--- src/rtl/reg_bank_write_arbiter_if.sv ---
// Request/ack handshakes from two writers and a clearer, plus the latch-bank drive lines.
// The arbiter owns the slave side, and the requesters and bank own the master side.
interface reg_bank_write_arbiter_if;
  logic       req_a;
  logic [1:0] addr_a;
  logic [7:0] data_a;
  logic       ack_a;
  logic       req_b;
  logic [1:0] addr_b;
  logic [7:0] data_b;
  logic       ack_b;
  logic       clr_req;
  logic       clr_ack;
  logic [3:0] le;
  logic [7:0] wd;
  logic       wrst;
  logic       busy;

  modport master (
    output req_a, addr_a, data_a, req_b, addr_b, data_b, clr_req,
    input  ack_a, ack_b, clr_ack, le, wd, wrst, busy
  );

  modport slave (
    input  req_a, addr_a, data_a, req_b, addr_b, data_b, clr_req,
    output ack_a, ack_b, clr_ack, le, wd, wrst, busy
  );
endinterface

--- src/rtl/reg_bank_write_arbiter.sv ---
// Serialises A/B writes and bank clears onto a 4x8 latch bank; ack at cycle LOAD_CYCLES+3 after grant.
// Requests are level-held and wait while busy; clear beats writes, A/B alternate round-robin.
module reg_bank_write_arbiter #(
  parameter int LOAD_CYCLES = 3
) (
  input  logic                    clk,
  input  logic                    rst,
  reg_bank_write_arbiter_if.slave bus
);

  localparam int CW = (LOAD_CYCLES > 1) ? $clog2(LOAD_CYCLES) : 1;

  typedef enum logic [2:0] {IDLE, SETUP, LOAD, HOLD, ACK} state_t;
  typedef enum logic [1:0] {TXN_A, TXN_B, TXN_CLR} txn_t;

  state_t        state;
  txn_t          txn;
  logic [1:0]    addr_q;
  logic [CW-1:0] cnt;
  logic          last_b;
  logic          grant_a;
  logic          grant_b;

  // A tie goes to whoever was not served last.
  always_comb begin
    grant_a = 1'b0;
    grant_b = 1'b0;
    if (!bus.clr_req) begin
      if (bus.req_a && bus.req_b) begin
        grant_a = last_b;
        grant_b = !last_b;
      end else begin
        grant_a = bus.req_a;
        grant_b = bus.req_b;
      end
    end
  end

  always_ff @(posedge clk or posedge rst) begin
    if (rst) begin
      state       <= IDLE;
      txn         <= TXN_A;
      addr_q      <= 2'd0;
      cnt         <= '0;
      last_b      <= 1'b1;
      bus.le      <= 4'd0;
      bus.wd      <= 8'd0;
      bus.wrst    <= 1'b0;
      bus.busy    <= 1'b0;
      bus.ack_a   <= 1'b0;
      bus.ack_b   <= 1'b0;
      bus.clr_ack <= 1'b0;
    end else begin
      case (state)
        IDLE: begin
          if (bus.clr_req) begin
            txn      <= TXN_CLR;
            addr_q   <= 2'd0;
            bus.wd   <= 8'd0;
            bus.busy <= 1'b1;
            state    <= SETUP;
          end else if (grant_a) begin
            txn      <= TXN_A;
            addr_q   <= bus.addr_a;
            bus.wd   <= bus.data_a;
            bus.busy <= 1'b1;
            state    <= SETUP;
          end else if (grant_b) begin
            txn      <= TXN_B;
            addr_q   <= bus.addr_b;
            bus.wd   <= bus.data_b;
            bus.busy <= 1'b1;
            state    <= SETUP;
          end
        end
        SETUP: begin
          cnt      <= CW'(LOAD_CYCLES - 1);
          bus.le   <= (txn == TXN_CLR) ? 4'b1111 : (4'b0001 << addr_q);
          bus.wrst <= (txn == TXN_CLR);
          state    <= LOAD;
        end
        LOAD: begin
          // wrst deliberately stays up through HOLD for hold time after le falls.
          if (cnt == '0) begin
            bus.le <= 4'd0;
            state  <= HOLD;
          end else begin
            cnt <= cnt - CW'(1);
          end
        end
        HOLD: begin
          bus.wrst    <= 1'b0;
          bus.ack_a   <= (txn == TXN_A);
          bus.ack_b   <= (txn == TXN_B);
          bus.clr_ack <= (txn == TXN_CLR);
          state       <= ACK;
        end
        ACK: begin
          bus.ack_a   <= 1'b0;
          bus.ack_b   <= 1'b0;
          bus.clr_ack <= 1'b0;
          bus.busy    <= 1'b0;
          if (txn == TXN_A) begin
            last_b <= 1'b0;
          end else if (txn == TXN_B) begin
            last_b <= 1'b1;
          end
          state <= IDLE;
        end
        default: state <= IDLE;
      endcase
    end
  end

endmodule

--- src/flat_wrapper.sv ---
// flat-port wrapper written by rule: the top's interface ports become plain ports
module reg_bank_write_arbiter_flat 
#(
  parameter int LOAD_CYCLES = 3
)
  (clk, rst, bus_req_a, bus_addr_a, bus_data_a, bus_req_b, bus_addr_b, bus_data_b, bus_clr_req, bus_ack_a, bus_ack_b, bus_clr_ack, bus_le, bus_wd, bus_wrst, bus_busy);
  reg_bank_write_arbiter_if bus_i ();
  input  logic clk;
  input  logic rst;
  input wire logic [$bits(bus_i.req_a)-1:0] bus_req_a;
  input wire logic [$bits(bus_i.addr_a)-1:0] bus_addr_a;
  input wire logic [$bits(bus_i.data_a)-1:0] bus_data_a;
  input wire logic [$bits(bus_i.req_b)-1:0] bus_req_b;
  input wire logic [$bits(bus_i.addr_b)-1:0] bus_addr_b;
  input wire logic [$bits(bus_i.data_b)-1:0] bus_data_b;
  input wire logic [$bits(bus_i.clr_req)-1:0] bus_clr_req;
  output wire logic [$bits(bus_i.ack_a)-1:0] bus_ack_a;
  output wire logic [$bits(bus_i.ack_b)-1:0] bus_ack_b;
  output wire logic [$bits(bus_i.clr_ack)-1:0] bus_clr_ack;
  output wire logic [$bits(bus_i.le)-1:0] bus_le;
  output wire logic [$bits(bus_i.wd)-1:0] bus_wd;
  output wire logic [$bits(bus_i.wrst)-1:0] bus_wrst;
  output wire logic [$bits(bus_i.busy)-1:0] bus_busy;
  assign bus_i.req_a = bus_req_a;
  assign bus_i.addr_a = bus_addr_a;
  assign bus_i.data_a = bus_data_a;
  assign bus_i.req_b = bus_req_b;
  assign bus_i.addr_b = bus_addr_b;
  assign bus_i.data_b = bus_data_b;
  assign bus_i.clr_req = bus_clr_req;
  assign bus_ack_a = bus_i.ack_a;
  assign bus_ack_b = bus_i.ack_b;
  assign bus_clr_ack = bus_i.clr_ack;
  assign bus_le = bus_i.le;
  assign bus_wd = bus_i.wd;
  assign bus_wrst = bus_i.wrst;
  assign bus_busy = bus_i.busy;
  reg_bank_write_arbiter #(.LOAD_CYCLES(LOAD_CYCLES)) u_core (.clk(clk), .rst(rst), .bus(bus_i));
endmodule
--- config.mk ---
export PLATFORM = sky130hd
export DESIGN_NAME = reg_bank_write_arbiter_flat
export DESIGN_NICKNAME = d
export VERILOG_FILES = /design/src/rtl/reg_bank_write_arbiter_if.sv /design/src/rtl/reg_bank_write_arbiter.sv /design/src/flat_wrapper.sv
export SDC_FILE = /design/constraint.sdc
export NUM_CORES = 1
export LEC_CHECK = 0
export CORE_MARGIN = 2
export CORE_UTILIZATION = 42
export DETAILED_ROUTE_END_ITERATION = 10
export PLACE_DENSITY = 0.76
export REMOVE_ABC_BUFFERS = 1
export SLEW_MARGIN = 10
export SYNTH_ARGS = -nofsm -noshare
export SYNTH_HDL_FRONTEND = slang
export SYNTH_SLANG_ARGS = --single-unit
--- constraint.sdc ---
create_clock -name clk -period 1.3 [get_ports clk]
set_input_delay 0.13 -clock clk [delete_from_list [all_inputs] [get_ports clk]]
set_output_delay 0.13 -clock clk [all_outputs]
set_load 0.05 [all_outputs]
# == Yosys cells after proc, flatten, opt, wreduce, memory -nomap -nowiden ==
# Cells that the tools add are included.
# W data, S select, Z words.
# classes
n_addsub,1
n_eq_ne,9
shift,1
mux,33
n_reduce_logical,17
# op_table
operator,n
$mux W8,3
$mux W2,7
$mux W3,4
$pmux W3 S4,1
$reduce_and A2 Y1,6
$pmux W1 S2,5
$reduce_bool A2 Y1,5
$mux W1,9
$mux W4,2
$pmux W4 S2,1
$eq A3 B2 Y1 const B,2
$logic_not A2 Y1,2
$ne A4 B2 Y1 const B,1
$pmux W2 S2,1
$shl A1 B2 Y4 const A,1
$eq A3 B1 Y1 const B,1
$eq A3 B3 Y1 const B,1
$logic_not A3 Y1,1
$reduce_bool A3 Y1,1
$eq A2 B1 Y1 const B,1
$eq A2 B2 Y1 const B,1
$ne A2 B1 Y1 const B,1
$ne A2 B2 Y1 const B,1
$sub A2 B1 Y2 const B,1
other kinds (2),2
# word_totals
regBits,27
in_bits,25
output_inout_bits,17
elab_cells,73

# == Logic depth before layout (Yosys ltp) ==
# logic_depth
word_depth,7
depth_mapped,5
ltp_nobuf,5

# == Least setup slack after synthesis ==
# OpenSTA, ideal clock, no wires.
# synth_timing
kind,flip-flop to flip-flop
start,reg u_core.cnt[0]
end,reg u_core.bus.le[1]
setup_time_ns,0.126
t_arrival_ns,1.207
required_time_ns,1.174
setup_slack_ns,-0.033
stages_incl_launch_ff,6
path_buffers,0
period_less_slack_ns,1.333
path_cell_list,dfrtp_1 -> inv_1 -> ha_1 -> nand3b_1 -> a21o_1 -> a221o_1
# synth_between
elab_chain_len,3
# synth_rtl
item,line,source
start: declaration,reg_bank_write_arbiter.sv:19,logic [CW-1:0] cnt;
start signal: assignment,reg_bank_write_arbiter.sv:77,cnt <= CW'(LOAD_CYCLES - 1);
start signal: assignment,reg_bank_write_arbiter.sv:88,cnt <= cnt - CW'(1);
$logic_not A2 Y1,reg_bank_write_arbiter.sv:84,if (cnt == '0) begin
$ne A2 B1 Y1 (no line),-,
$reduce_and A2 Y1 (no line),-,
end signal: assignment,reg_bank_write_arbiter.sv:78,bus.le <= (txn == TXN_CLR) ? 4'b1111 : (4'b0001 << addr_q);
end: declaration,reg_bank_write_arbiter_if.sv:26,"output ack_a, ack_b, clr_ack, le, wd, wrst, busy"
# Every way passes these cells.
# A chain may end at the register's enable or synchronous reset.

# == Final worst setup path ==
# layout_timing
start,reg u_core.state[0]
end,reg u_core.last_b
# layout_between
elab_chain_len,2
# layout_rtl
item,line,source
start: declaration,reg_bank_write_arbiter.sv:16,state_t state;
start signal: assignment,reg_bank_write_arbiter.sv:41,state <= IDLE;
start signal: assignment,reg_bank_write_arbiter.sv:61,state <= SETUP;
start signal: assignment,reg_bank_write_arbiter.sv:67,state <= SETUP;
$eq A3 B3 Y1,reg_bank_write_arbiter.sv:54,case (state)
$reduce_and A2 Y1 (no line),-,
end signal: assignment,reg_bank_write_arbiter.sv:45,last_b <= 1'b1;
end signal: assignment,reg_bank_write_arbiter.sv:104,last_b <= 1'b0;
end signal: assignment,reg_bank_write_arbiter.sv:106,last_b <= 1'b1;
end: declaration,reg_bank_write_arbiter.sv:20,logic last_b;
# Every way passes these cells.

==> flow_summary.ini <==
[placement]
portBuffers = 41
place.gp.congestion = 0.815
hpwlAfterDp_mm = 2.80
placed_cells = 238

[logic_synthesis]
synthAdderAreaFrac = 0.00903
synthXorXnorAreaFrac = 0
synth_compound_area_frac = 0.267
yosysMostFrequentCell = dfrtp_1
yosysWarnings = 0
synth_cell_type_count = 36
synth_top_family_by_area = compound AO/OA/AOI/OAI gates
ys_seq_area_frac = 0.488
synth_edf_count = 0
synth_common_cells = dfrtp_1, a21oi_1, a31oi_1, nand3_1, o211ai_1
yosys.area_share.simple = 0.150
async_flop_share = 1.00
synth_top_area_frac = 0.469
synthFlopType = dfrtp_1
synth-seq-cells = 27
syn_avg_cell_area_um2 = 9.56
netlist_instances = 145
synth_area_um2 = 1390
synth_largest_area_cell = dfrtp_1
synthTopCellsByArea = dfrtp_1, a21oi_1, o211ai_1
synth.area.mux_share = 0.0190

[sta]
slew_headroom = 0.744
worst_slew_pin_slew_ns = 0.382
setup_viol = 7
finClkSkew_ns = 0.00364
finalMaxSlewViolations = 0
period_minus_slack_ns = 1.34
rsz0062_at_grt = true
fin_ws_ns = -0.0357
hold_violations = 0
fin_crit_sh = 1.03
fmax_ghz = 0.749

[drt]
ant_nets = 0
vias = 1369
drtIter0Drc = 60
dr.pass1.iters = 4
viasPerCell = 5.59
wl_mm = 3.80
drc = 0
routedWlPerCell_um = 15.5

[cts]
path_clk_slew_ns = 0.15
clock-root-buffer = clkbuf_4
htreeDepth = 1
cts.sinks = 27
clk_latency_ns = 0.33
clock_path_buffers = 2
numCtsBuffers = 3
cts_hold_buf = 0
cts_tree = done

[critical_path]
worst-path-buf-inv = 1
max_stage_delay_ns = 0.51
path_cells = buf_4 > nor2_4 > and3_1 > mux2_2
crit_path_end_kind = register
slowest_stage = dfrtp_2
worstPathMaxFanout = 11
critPathRequiredTime_ns = 1.58
path_class = register to register
cp.arrival_ns = 1.61
critPathTopFamily = flip-flops
cp-start-kind = register

[grt]
grt_max_degree = 28
antenna_found_initial = 0
grt_pass1_vias = 1309
grt_pass1_wl_mm = 6.02
groute.usage.overall = 0.218
overflow = 0

[final_layout]
drive_gt1_frac = 0.303
fin_cells = 245
area_growth_syn_to_layout_pct = 62.7
final_util = 0.727
nets = 228
diodes = 0

[power_and_ir_drop]
power.internal_uw = 3450
p_leak_uw = 0.000935
p_comb_frac = 0.656
pwr-share-seq = 0.283
pwr_density_cell_nw_per_um2 = 2760
p_sw_frac = 0.444
switching_power_uw = 2760
clockPowerShare = 0.060
ir_worst_vdd_mv = 1.29

[floorplan]
num_rows = 20
initial_utilization = 0.447
ioPinCount = 42
die_width_um = 61.5
die_y_um = 61.5
core_area_um2 = 3100
die-area_um2 = 3780

[status]
violations = setup timing
status = finished with violations

[worst_hold_path]
hp-class = primary input to asynchronous set/reset pin

[run]
maxCapViolCount = 0
## routing by layer
metal	routed length, um	global-route usage	vias up
met2	1900	0.383	57
met1	1600	0.267	653
met4	97	0.0912	0
met3	201	0.0336	13
met5	0	0	-
li1	-	-	646
## through the flow
step           TNS [ns]  instance area (um2)  hold WS (ns)  setup slack (ns)  total power, uW
6_report         -0.174                 2260         0.103           -0.0357             6220
5_1_grt          -0.984                 2260         0.149            -0.108             6550
4_1_cts          -0.268                 2190         0.109           -0.0580             5990
3_5_place_dp      -4.20                 2140         0.483            -0.357             5560
3_3_place_gp      -3.15                 2140         0.473            -0.245             5410
2_1_floorplan     -2.92                 1340         0.182            -0.411             3560
## power groups by stage
stage / logic, uW / registers (uW) / clock network, uW
finish: 4080 / 1760 / 375
global route: 4330 / 1820 / 408
CTS: 3860 / 1750 / 378
detailed placement: 3820 / 1750 / 0
global placement: 3690 / 1720 / 0
floorplan: 1100 / 2460 / 0
## tightest hold or removal path, stage by stage
cell and delay [ns]:
clkdlybuf4s50_1 0.39, inv_1 0.09, buf_12 0.19
## layout by cell type (no fill, tap or decap), types with 2 or more instances in the layout
cell and count:
nor2_2 2, buf_12 20, inv_1 7, buf_4 16
clkbuf_4 3, dfrtp_1 23, o21ai_0 5, nor2b_1 2
a21oi_1 18, nand3_1 10, o21a_1 2, nor2_1 7
inv_2 2, nand2_1 2, o21ai_1 2, nand2b_1 3
clkinv_1 2, clkdlybuf4s50_1 24, a221o_1 4, a31oi_1 10
buf_6 2, a211oi_1 2, dfrtp_2 3, o211ai_1 10
nand3b_1 2
## final timing paths
path | depth (start not counted) | from | to | slack, ns
hold / removal | 3 | rst | u_core.bus.le[2] | 0.10
setup / recovery | 4 | u_core.state[0] | u_core.last_b | -0.04
min in group clk | 3 | bus_data_a[3] | u_core.bus.wd[3] | 0.35
max in group asynchronous | 3 | rst | u_core.last_b | 0.96
setup reg to reg | 4 | u_core.state[0] | u_core.last_b | -0.04
hold reg to reg | 3 | u_core.txn[1] | u_core.bus.ack_a | 0.59
## state kept, by name, summed over array words and instances (netlist names)
name	count
u_core.bus.ack_a	1
u_core.addr_q	2
u_core.bus.busy	1
u_core.bus.ack_b	1
u_core.bus.wrst	1
u_core.bus.le	4
u_core.bus.clr_ack	1
u_core.bus.wd	8
u_core.txn	2
u_core.last_b	1
u_core.cnt	2
u_core.state	3
## timing repair
| item | 4_1_cts | 5_1_grt |
|---|---|---|
| pin swaps | 7 | 3 |
| hold endpoints to repair | 0 | 0 |
| gates resized for setup | 8 | 11 |
| setup buffers | 0 | 3 |
| endpoints found under the setup margin | 17 | 20 |
## kinds of logic after synthesis
logic type / after synthesis
and+or+nand+nor: 36
adders and majority gates: 1
buffers and inverters: 21
DFF: 27
muxes: 2
AOI/OAI and AO/OA: 58
## final cells by class
class / count / area, um2
inverters: 11 / 41.3
multi-input cells: 97 / 669
flip-flops and latches: 27 / 681
fillers: 234 / 847
clock buffers: 4 / 26.3
well taps: 44 / 55.1
repair buffers: 62 / 783
Power figures use the tool's default switching activity.
